[src/rtl/req_arbiter_pkg.sv]
// Shared types and default sizing for the request arbiter (package arb_pkg).
package arb_pkg;

  typedef enum logic {IDLE, BUSY} arb_state_t;

  localparam int ARB_N_DEFAULT        = 4;
  localparam int ARB_MAX_HOLD_DEFAULT = 16;

endpackage

[src/rtl/req_arbiter_if.sv]
// Request/grant bundle between the requesters (master) and the arbiter (slave).
interface req_arbiter_if #(
  parameter int N    = 4,
  parameter int ID_W = $clog2(N)
);
  // req is a level held high while the resource is wanted; gnt is a registered
  // one-hot that stays high until req[owner] falls or the hold limit is hit.
  logic [N-1:0]    req;
  logic [N-1:0]    gnt;
  logic [ID_W-1:0] gnt_id;
  logic            gnt_valid;
  logic            timeout;

  modport master (output req, input gnt, gnt_id, gnt_valid, timeout);
  modport slave  (input req, output gnt, gnt_id, gnt_valid, timeout);
endinterface

[src/rtl/req_arbiter_prio_pick.sv]
// Combinational priority search: rotate req so start is the top slot, pick the
// highest set bit, then map the winner back to its original index.
module prio_pick #(
  parameter int N    = 4,
  parameter int ID_W = $clog2(N)
) (
  input  logic [N-1:0]    req,
  input  logic [ID_W-1:0] start,
  output logic [ID_W-1:0] win_id,
  output logic            any_valid
);

  logic [N-1:0] rot;
  int           hi;

  always_comb begin
    rot       = '0;
    hi        = 0;
    any_valid = 1'b0;
    // rot[N-1] holds req[start], rot[N-2] holds req[start-1], and so on.
    for (int j = 0; j < N; j++) begin
      rot[j] = req[(j + int'(start) + 1) % N];
    end
    for (int j = 0; j < N; j++) begin
      if (rot[j]) begin
        hi        = j;
        any_valid = 1'b1;
      end
    end
    win_id = ID_W'((hi + int'(start) + 1) % N);
  end

endmodule

[src/rtl/req_arbiter.sv]
// N-way request arbiter with a hold limit; define ARB_ROUND_ROBIN_EN for
// rotating priority, otherwise the highest requesting index always wins.
module req_arbiter
  import arb_pkg::*;
#(
  parameter int N        = ARB_N_DEFAULT,
  parameter int ID_W     = $clog2(N),
  parameter int MAX_HOLD = ARB_MAX_HOLD_DEFAULT,
  parameter int CNT_W    = $clog2(MAX_HOLD + 1)
) (
  input  logic         clk,
  input  logic         rst_n,
  req_arbiter_if.slave bus,
  output arb_state_t   dbg_state
);

  arb_state_t      state_q, state_d;
  logic [ID_W-1:0] owner_q, owner_d;
  logic [CNT_W-1:0] hold_cnt_q, hold_cnt_d;
  logic [N-1:0]    gnt_q, gnt_d;
  logic [ID_W-1:0] gnt_id_q, gnt_id_d;
  logic            gnt_valid_q, gnt_valid_d;
  logic            timeout_q, timeout_d;

  logic [ID_W-1:0] pick_start;
  logic [ID_W-1:0] pick_id;
  logic            pick_any;

`ifdef ARB_ROUND_ROBIN_EN
  logic [ID_W-1:0] last_id_q, last_id_d;
  // Search begins just below the previous winner, so it is considered last.
  assign pick_start = (last_id_q == '0) ? ID_W'(N - 1) : last_id_q - ID_W'(1);
`else
  assign pick_start = ID_W'(N - 1);
`endif

  prio_pick #(.N(N), .ID_W(ID_W)) u_pick (
    .req       (bus.req),
    .start     (pick_start),
    .win_id    (pick_id),
    .any_valid (pick_any)
  );

  always_comb begin
    state_d     = state_q;
    owner_d     = owner_q;
    hold_cnt_d  = hold_cnt_q;
    gnt_d       = gnt_q;
    gnt_id_d    = gnt_id_q;
    gnt_valid_d = gnt_valid_q;
    timeout_d   = 1'b0;
`ifdef ARB_ROUND_ROBIN_EN
    last_id_d   = last_id_q;
`endif
    case (state_q)
      IDLE: begin
        gnt_d       = '0;
        gnt_id_d    = '0;
        gnt_valid_d = 1'b0;
        hold_cnt_d  = '0;
        if (pick_any) begin
          state_d     = BUSY;
          owner_d     = pick_id;
          gnt_d       = N'(1) << pick_id;
          gnt_id_d    = pick_id;
          gnt_valid_d = 1'b1;
`ifdef ARB_ROUND_ROBIN_EN
          last_id_d   = pick_id;
`endif
        end
      end
      BUSY: begin
        // A normal release takes precedence over hitting the limit.
        if (!bus.req[owner_q] || (hold_cnt_q == CNT_W'(MAX_HOLD - 1))) begin
          state_d     = IDLE;
          gnt_d       = '0;
          gnt_id_d    = '0;
          gnt_valid_d = 1'b0;
          hold_cnt_d  = '0;
          timeout_d   = bus.req[owner_q];
        end else begin
          hold_cnt_d  = hold_cnt_q + CNT_W'(1);
        end
      end
      default: state_d = IDLE;
    endcase
  end

  always_ff @(posedge clk) begin
    if (!rst_n) begin
      state_q     <= IDLE;
      owner_q     <= '0;
      hold_cnt_q  <= '0;
      gnt_q       <= '0;
      gnt_id_q    <= '0;
      gnt_valid_q <= 1'b0;
      timeout_q   <= 1'b0;
`ifdef ARB_ROUND_ROBIN_EN
      last_id_q   <= '0;
`endif
    end else begin
      state_q     <= state_d;
      owner_q     <= owner_d;
      hold_cnt_q  <= hold_cnt_d;
      gnt_q       <= gnt_d;
      gnt_id_q    <= gnt_id_d;
      gnt_valid_q <= gnt_valid_d;
      timeout_q   <= timeout_d;
`ifdef ARB_ROUND_ROBIN_EN
      last_id_q   <= last_id_d;
`endif
    end
  end

  assign bus.gnt       = gnt_q;
  assign bus.gnt_id    = gnt_id_q;
  assign bus.gnt_valid = gnt_valid_q;
  assign bus.timeout   = timeout_q;
  assign dbg_state     = state_q;

endmodule

[src/flat_wrapper.sv]
// flat-port wrapper written by rule: the top's interface ports become plain ports
module req_arbiter_flat import arb_pkg::*;
#(
  parameter int N        = ARB_N_DEFAULT,
  parameter int ID_W     = $clog2(N),
  parameter int MAX_HOLD = ARB_MAX_HOLD_DEFAULT,
  parameter int CNT_W    = $clog2(MAX_HOLD + 1)
)
  (clk, rst_n, dbg_state, bus_req, bus_gnt, bus_gnt_id, bus_gnt_valid, bus_timeout);
  req_arbiter_if #(.N(N), .ID_W(ID_W)) bus_i ();
  input  logic clk;
  input  logic rst_n;
  output arb_state_t dbg_state;
  input wire logic [$bits(bus_i.req)-1:0] bus_req;
  output wire logic [$bits(bus_i.gnt)-1:0] bus_gnt;
  output wire logic [$bits(bus_i.gnt_id)-1:0] bus_gnt_id;
  output wire logic [$bits(bus_i.gnt_valid)-1:0] bus_gnt_valid;
  output wire logic [$bits(bus_i.timeout)-1:0] bus_timeout;
  assign bus_i.req = bus_req;
  assign bus_gnt = bus_i.gnt;
  assign bus_gnt_id = bus_i.gnt_id;
  assign bus_gnt_valid = bus_i.gnt_valid;
  assign bus_timeout = bus_i.timeout;
  req_arbiter #(.N(N), .ID_W(ID_W), .MAX_HOLD(MAX_HOLD), .CNT_W(CNT_W)) u_core (.clk(clk), .rst_n(rst_n), .bus(bus_i), .dbg_state(dbg_state));
endmodule
[config.mk]
export PLATFORM = sky130hd
export DESIGN_NAME = req_arbiter_flat
export DESIGN_NICKNAME = d
export VERILOG_FILES = /design/src/rtl/req_arbiter_pkg.sv /design/src/rtl/req_arbiter_if.sv /design/src/rtl/req_arbiter_prio_pick.sv /design/src/rtl/req_arbiter.sv /design/src/flat_wrapper.sv
export SDC_FILE = /design/constraint.sdc
export NUM_CORES = 1
export LEC_CHECK = 0
export BUFFER_PORTS_ARGS = -buffer_cell sky130_fd_sc_hd__clkbuf_2
export CAP_MARGIN = 20
export CORE_AREA = 5 5 42 44
export CTS_CLUSTER_DIAMETER = 80
export DETAILED_ROUTE_END_ITERATION = 10
export DIE_AREA = 0 0 47 49
export GPL_ROUTABILITY_DRIVEN = 0
export PLACE_DENSITY = 0.74
export RECOVER_POWER = 25
export SYNTH_ARGS = -nofsm -noshare
export SYNTH_HDL_FRONTEND = slang
export SYNTH_SLANG_ARGS = --single-unit
export TNS_END_PERCENT = 30
[constraint.sdc]
create_clock -name clk -period 2.76 [get_ports clk]
set_clock_uncertainty 0.15 [all_clocks]
set_input_delay 0.414 -clock clk [delete_from_list [all_inputs] [get_ports clk]]
set_output_delay 0.414 -clock clk [all_outputs]
set_load 0.005 [all_outputs]
* After elaboration in Yosys (flattened, before gate mapping) *
Cells that the tools add are included.

operators by class
  mux-type cells = 22
  bitwise logic cells = 1
  $add $sub $neg = 3
  multipliers = 0
  reduce and logical (&&, ||, !) cells = 4
  shift operators = 1
  eq/ne operators = 2
  magnitude comparators = 1
  divide/modulo/power cells = 0

operators by type and width
  kind                                                                   number
  5-bit one-hot mux with 2 select lines                                  1
  1-bit two-way mux                                                      9
  2-bit two-way mux                                                      4
  4-bit two-way mux                                                      2
  4-bit one-hot mux with 2 select lines                                  1
  5-bit by 1-bit adder with 5-bit output (second input constant)         1
  5-bit by 4-bit == test with 1-bit output (second input constant)       1
  5-bit two-way mux                                                      1
  1-bit one-hot mux with 2 select lines                                  2
  2-bit one-hot mux with 2 select lines                                  1
  1-bit by 2-bit left shift with 4-bit output (first input constant)     1
  2-bit by 3-bit < comparator with 1-bit output (second input constant)  1
  3-bit AND reduction                                                    1
  2-bit by 1-bit adder with 2-bit output (second input constant)         1
  2-bit adder (second input constant)                                    1
  1-bit binary-select mux with 2-bit select                              1
  2-bit inequality test (second input constant)                          1
  2-bit AND reduction                                                    1
  1-bit zero test                                                        1
  1-bit logical OR                                                       1
  1-bit inverter                                                         1

storage, ports and cells
  input port bits = 6
  output and inout port bits = 9
  RAM bits = 0
  bits in latches = 0
  memories = 0
  bits in registers = 16
  word-level logic and storage cells = 41
  memory bits (read-only) = 0

* Longest topological paths before layout *
  word-level depth = 8
  gate-level depth with buffers = 6
  mapped depth without buffers = 6

* Hierarchy *
Synthesis repeated with hierarchy kept, for this count alone.

unflattened totals
  cell total of the unflattened synthesis = 88
  area total of the unflattened synthesis = 802.0 µm²

modules (own cells, without submodules)
  module       times used  sequential area each (µm²)  cells an instance  area each (µm²)
  req_arbiter  1           320.3                       64                 640.6
  prio_pick    1           0.0                         24                 161.4

* Worst setup path before layout *
Ideal clock, no wire load.

  path kind = reg2reg
  from = reg u_core.hold_cnt_q[0]
  to = reg u_core.gnt_q[1], in the netlist u_core.bus.gnt[1]
  arrival = 1351 ps
  slack = 1184 ps
  setup time = 75 ps
  required time = 2535 ps
  period minus slack after synthesis = 1576 ps
  stages on the path, launching flop included = 7
  buffers on the path = 0
  cell sequence = dfxtp_1 > ha_1 > and3_1 > ha_1 > nor2b_1 > nand3_2 > o22ai_2

between the ends
  word-level cells in the longest chain between the ends = 3

RTL lines
  what                                      RTL line            source
  start, declared                           req_arbiter.sv:19   logic [CNT_W-1:0] hold_cnt_q, hold_cnt_d;
  start signal, assigned                    req_arbiter.sv:104  hold_cnt_q <= hold_cnt_d;
  5-bit by 4-bit == test with 1-bit output  req_arbiter.sv:74   if (!bus.req[owner_q] || (hold_cnt_q == CNT_W'(MAX_HOLD - 1))) begin
  1-bit logical OR                          req_arbiter.sv:74
  2-bit inequality test (no source line)    n/a
  end signal, assigned                      req_arbiter.sv:105  gnt_q <= gnt_d;
  end, declared                             req_arbiter.sv:20   logic [N-1:0] gnt_q, gnt_d;

Every way passes these cells.
A chain may end at the register's enable or synchronous reset.

* Final worst setup path *
Ends and elaborated chain as after synthesis.

==> summary.txt <==
Run status
  • Status: finished clean

Finish
  • Final cell count without fillers: 105
  • Fin area: 779 um^2
  • Diode count: 0
  • Nets@finish: 98
  • Share of cells above drive strength 1: 0.236
  • Synthesis-to-finish area growth: 17.8%

Route
  • Antenna Nets Post-Route: 0
  • Per-cell routed wire length: 11.5 um
  • DR iter-0 viols: 10
  • DRC errors left: 0
  • Drt total wl: 1.21 mm
  • Total number of vias: 540
  • Pre-antenna DRT Iters: 4
  • Vias/cell: 5.14

Global route
  • Initial antenna violation count: 0
  • Number of global-route vias before repair: 485
  • Grt ovf: 0
  • GRT Overall Usage: 0.121
  • Largest net degree at the start of global routing: 15
  • First-pass GRT wire length: 2.09 mm

Place
  • Post-DP Area: 744 um^2
  • Placed insts: 101
  • DP Wirelength: 924 um
  • IO buf count: 14

Floorplan
  • Die width: 47 um
  • Area of the core: 0.00140 mm^2
  • Die height: 49 um
  • FP Rows: 14
  • Io pins: 15
  • Initial Utilization: 0.472
  • Die Area: 0.00230 mm^2

Clock network
  • Clk sinks: 16
  • CTS resizes: 0
  • Clk slew on worst S/H paths: 0.10 ns
  • Bufs on Longest Clock Path: 2
  • TritonCTS clock tree: built
  • Inserted Clock Buffers: 3
  • Clock Latency Late Sink: 0.29 ns
  • Hold_buf cts: 0
  • Root Buffer: clkbuf_4
  • CTS H-tree depth: 1
  • Postcts setup bufs: 0

Timing
  • Fin. Hold Viols: 0
  • Worst slew margin relative to its limit: 0.747
  • Pins Over Slew Limit: 0
  • Final setup violation count: 0
  • Setup TNS: 0 ns
  • Fmax achieved: 0.579 GHz
  • Final Critical Period: 1.73 ns
  • Tcrit/Tclk final: 0.626
  • RSZ-0062 raised after global routing: no
  • Worst-margin pin slew: 0.379 ns

Min path
  • Hold Crit Class: primary input to flip-flop

Pwr
  • Static Leakage: 0.328 nW
  • Worst VDD drop: 0.370 mV
  • Power Density: 597 mW/mm^2

Setup path
  • Setup CP Type: flip-flop to flip-flop
  • Max FO, Critical Path: 6
  • Crit. End Element: flip-flop
  • WP data arrival: 1.80 ns
  • Worst Path Required: 2.83 ns
  • Startpoint Class: flip-flop

Logic synthesis
  • Synthesis Warnings: 0
  • Mapped Area: 662 um^2
  • Unique masters post-synth: 26
  • Sequential area share after synthesis: 0.484
  • Synth Register Bits: 16
  • Post-Synthesis Cells: 73
  • Syn nets: 81
  • Synth Area per Inst: 9.07 um^2

Run
  • Max-Cap Viols: 0
## logic make-up after synthesis
group           share of synthesized area
compound gates                      0.144
xor+xnor                           0.0265
fa+ha+maj                          0.0378
buf+inv                            0.0340
flops                               0.484
mux                                0.0454
simple gates                        0.229
## worst max-delay path, cell delays in order (launching register included)
cell     delay, ns
dfxtp_1       0.34
ha_1          0.22
and3_1        0.18
ha_1          0.19
nor2b_1       0.21
nand3_2       0.19
o22ai_2       0.17
## cell usage after synthesis (all sizes together)
master	count	area share
dfxtp	16	0.48
nor2	10	0.057
nand2	7	0.040
nand3	5	0.045
inv	4	0.023
o21ai	4	0.036
a21oi	3	0.023
mux2i	3	0.045
nor2b	3	0.032
o22ai	3	0.038
clkbuf	2	0.011
ha	2	0.038
o21bai	2	0.023
a21o	1	0.011
and3	1	0.0095
and4	1	0.013
nand3b	1	0.011
nand4b	1	0.013
nor3	1	0.0076
o32ai	1	0.013
xnor2	1	0.013
xor2	1	0.013
## flip-flops by register name, indices dropped and copies added (netlist names)
signal	flops
u_core.bus.timeout	1
u_core.hold_cnt_q	5
u_core.dbg_state	1
u_core.bus.gnt_id	2
u_core.owner_q	2
u_core.bus.gnt	4
u_core.bus.gnt_valid	1
## per-layer routing
metal,vias to the layer above,track usage,part of all wire
li1,287,-,-
met1,237,0.165,0.46
met2,14,0.170,0.47
met3,2,0.0369,0.049
met4,0,0.0553,0.015
met5,-,0,0
## placed cells by master (no fill, tap or decap), types with 3 or more instances in the layout
| cell type | instances |
|---|---|
| mux2i_1 | 3 |
| clkbuf_2 | 13 |
| inv_1 | 4 |
| dfxtp_1 | 16 |
| nand3_1 | 4 |
| nand2_1 | 7 |
| a21oi_1 | 3 |
| o21ai_0 | 3 |
| clkbuf_4 | 3 |
| nor2_1 | 10 |
## final cells by class
| type | instances | area (um^2) |
|---|---|---|
| clock buffers | 4 | 36.3 |
| fillers | 128 | 622 |
| inverters | 4 | 15.0 |
| multi-input cells | 51 | 319 |
| flip-flops and latches | 16 | 320 |
| well taps | 16 | 20.0 |
| repair buffers | 14 | 68.8 |
## metrics by stage
stage / setup WS, ns / hold slack [ns] / power (mW) / util
final: 1.03 / 0.257 / 0.465 / 0.556
after global routing: 0.890 / 0.266 / 0.488 / 0.556
after CTS: 1.02 / 0.249 / 0.469 / 0.557
after detailed placement: 1.04 / 0.304 / 0.316 / 0.531
after global placement: 1.12 / 0.281 / 0.314 / 0.531
after floorplan: 1.18 / 0.268 / 0.294 / -
## final timing paths
kind | from | end | slack (ns) | cells after the start
setup reg to reg | u_core.hold_cnt_q[0]$_SDFF_PP0_ | u_core.bus.gnt[1]$_SDFFE_PN0P_ | 1.03 | 6
setup / recovery | u_core.hold_cnt_q[0]$_SDFF_PP0_ | u_core.bus.gnt[1]$_SDFFE_PN0P_ | 1.03 | 6
hold / removal | bus_req[2] | u_core.bus.gnt[2]$_SDFFE_PN0P_ | 0.26 | 3
hold reg to reg | u_core.bus.gnt_id[0]$_SDFFE_PN0P_ | u_core.bus.gnt_id[0]$_SDFFE_PN0P_ | 0.32 | 2
## power by group
group	internal (mW)	switching (mW)
Combinational	0.0248	0.0314
Sequential	0.243	0.0116
Clock	0.0803	0.0744
Note: power is estimated with default switching activity, not from simulation.
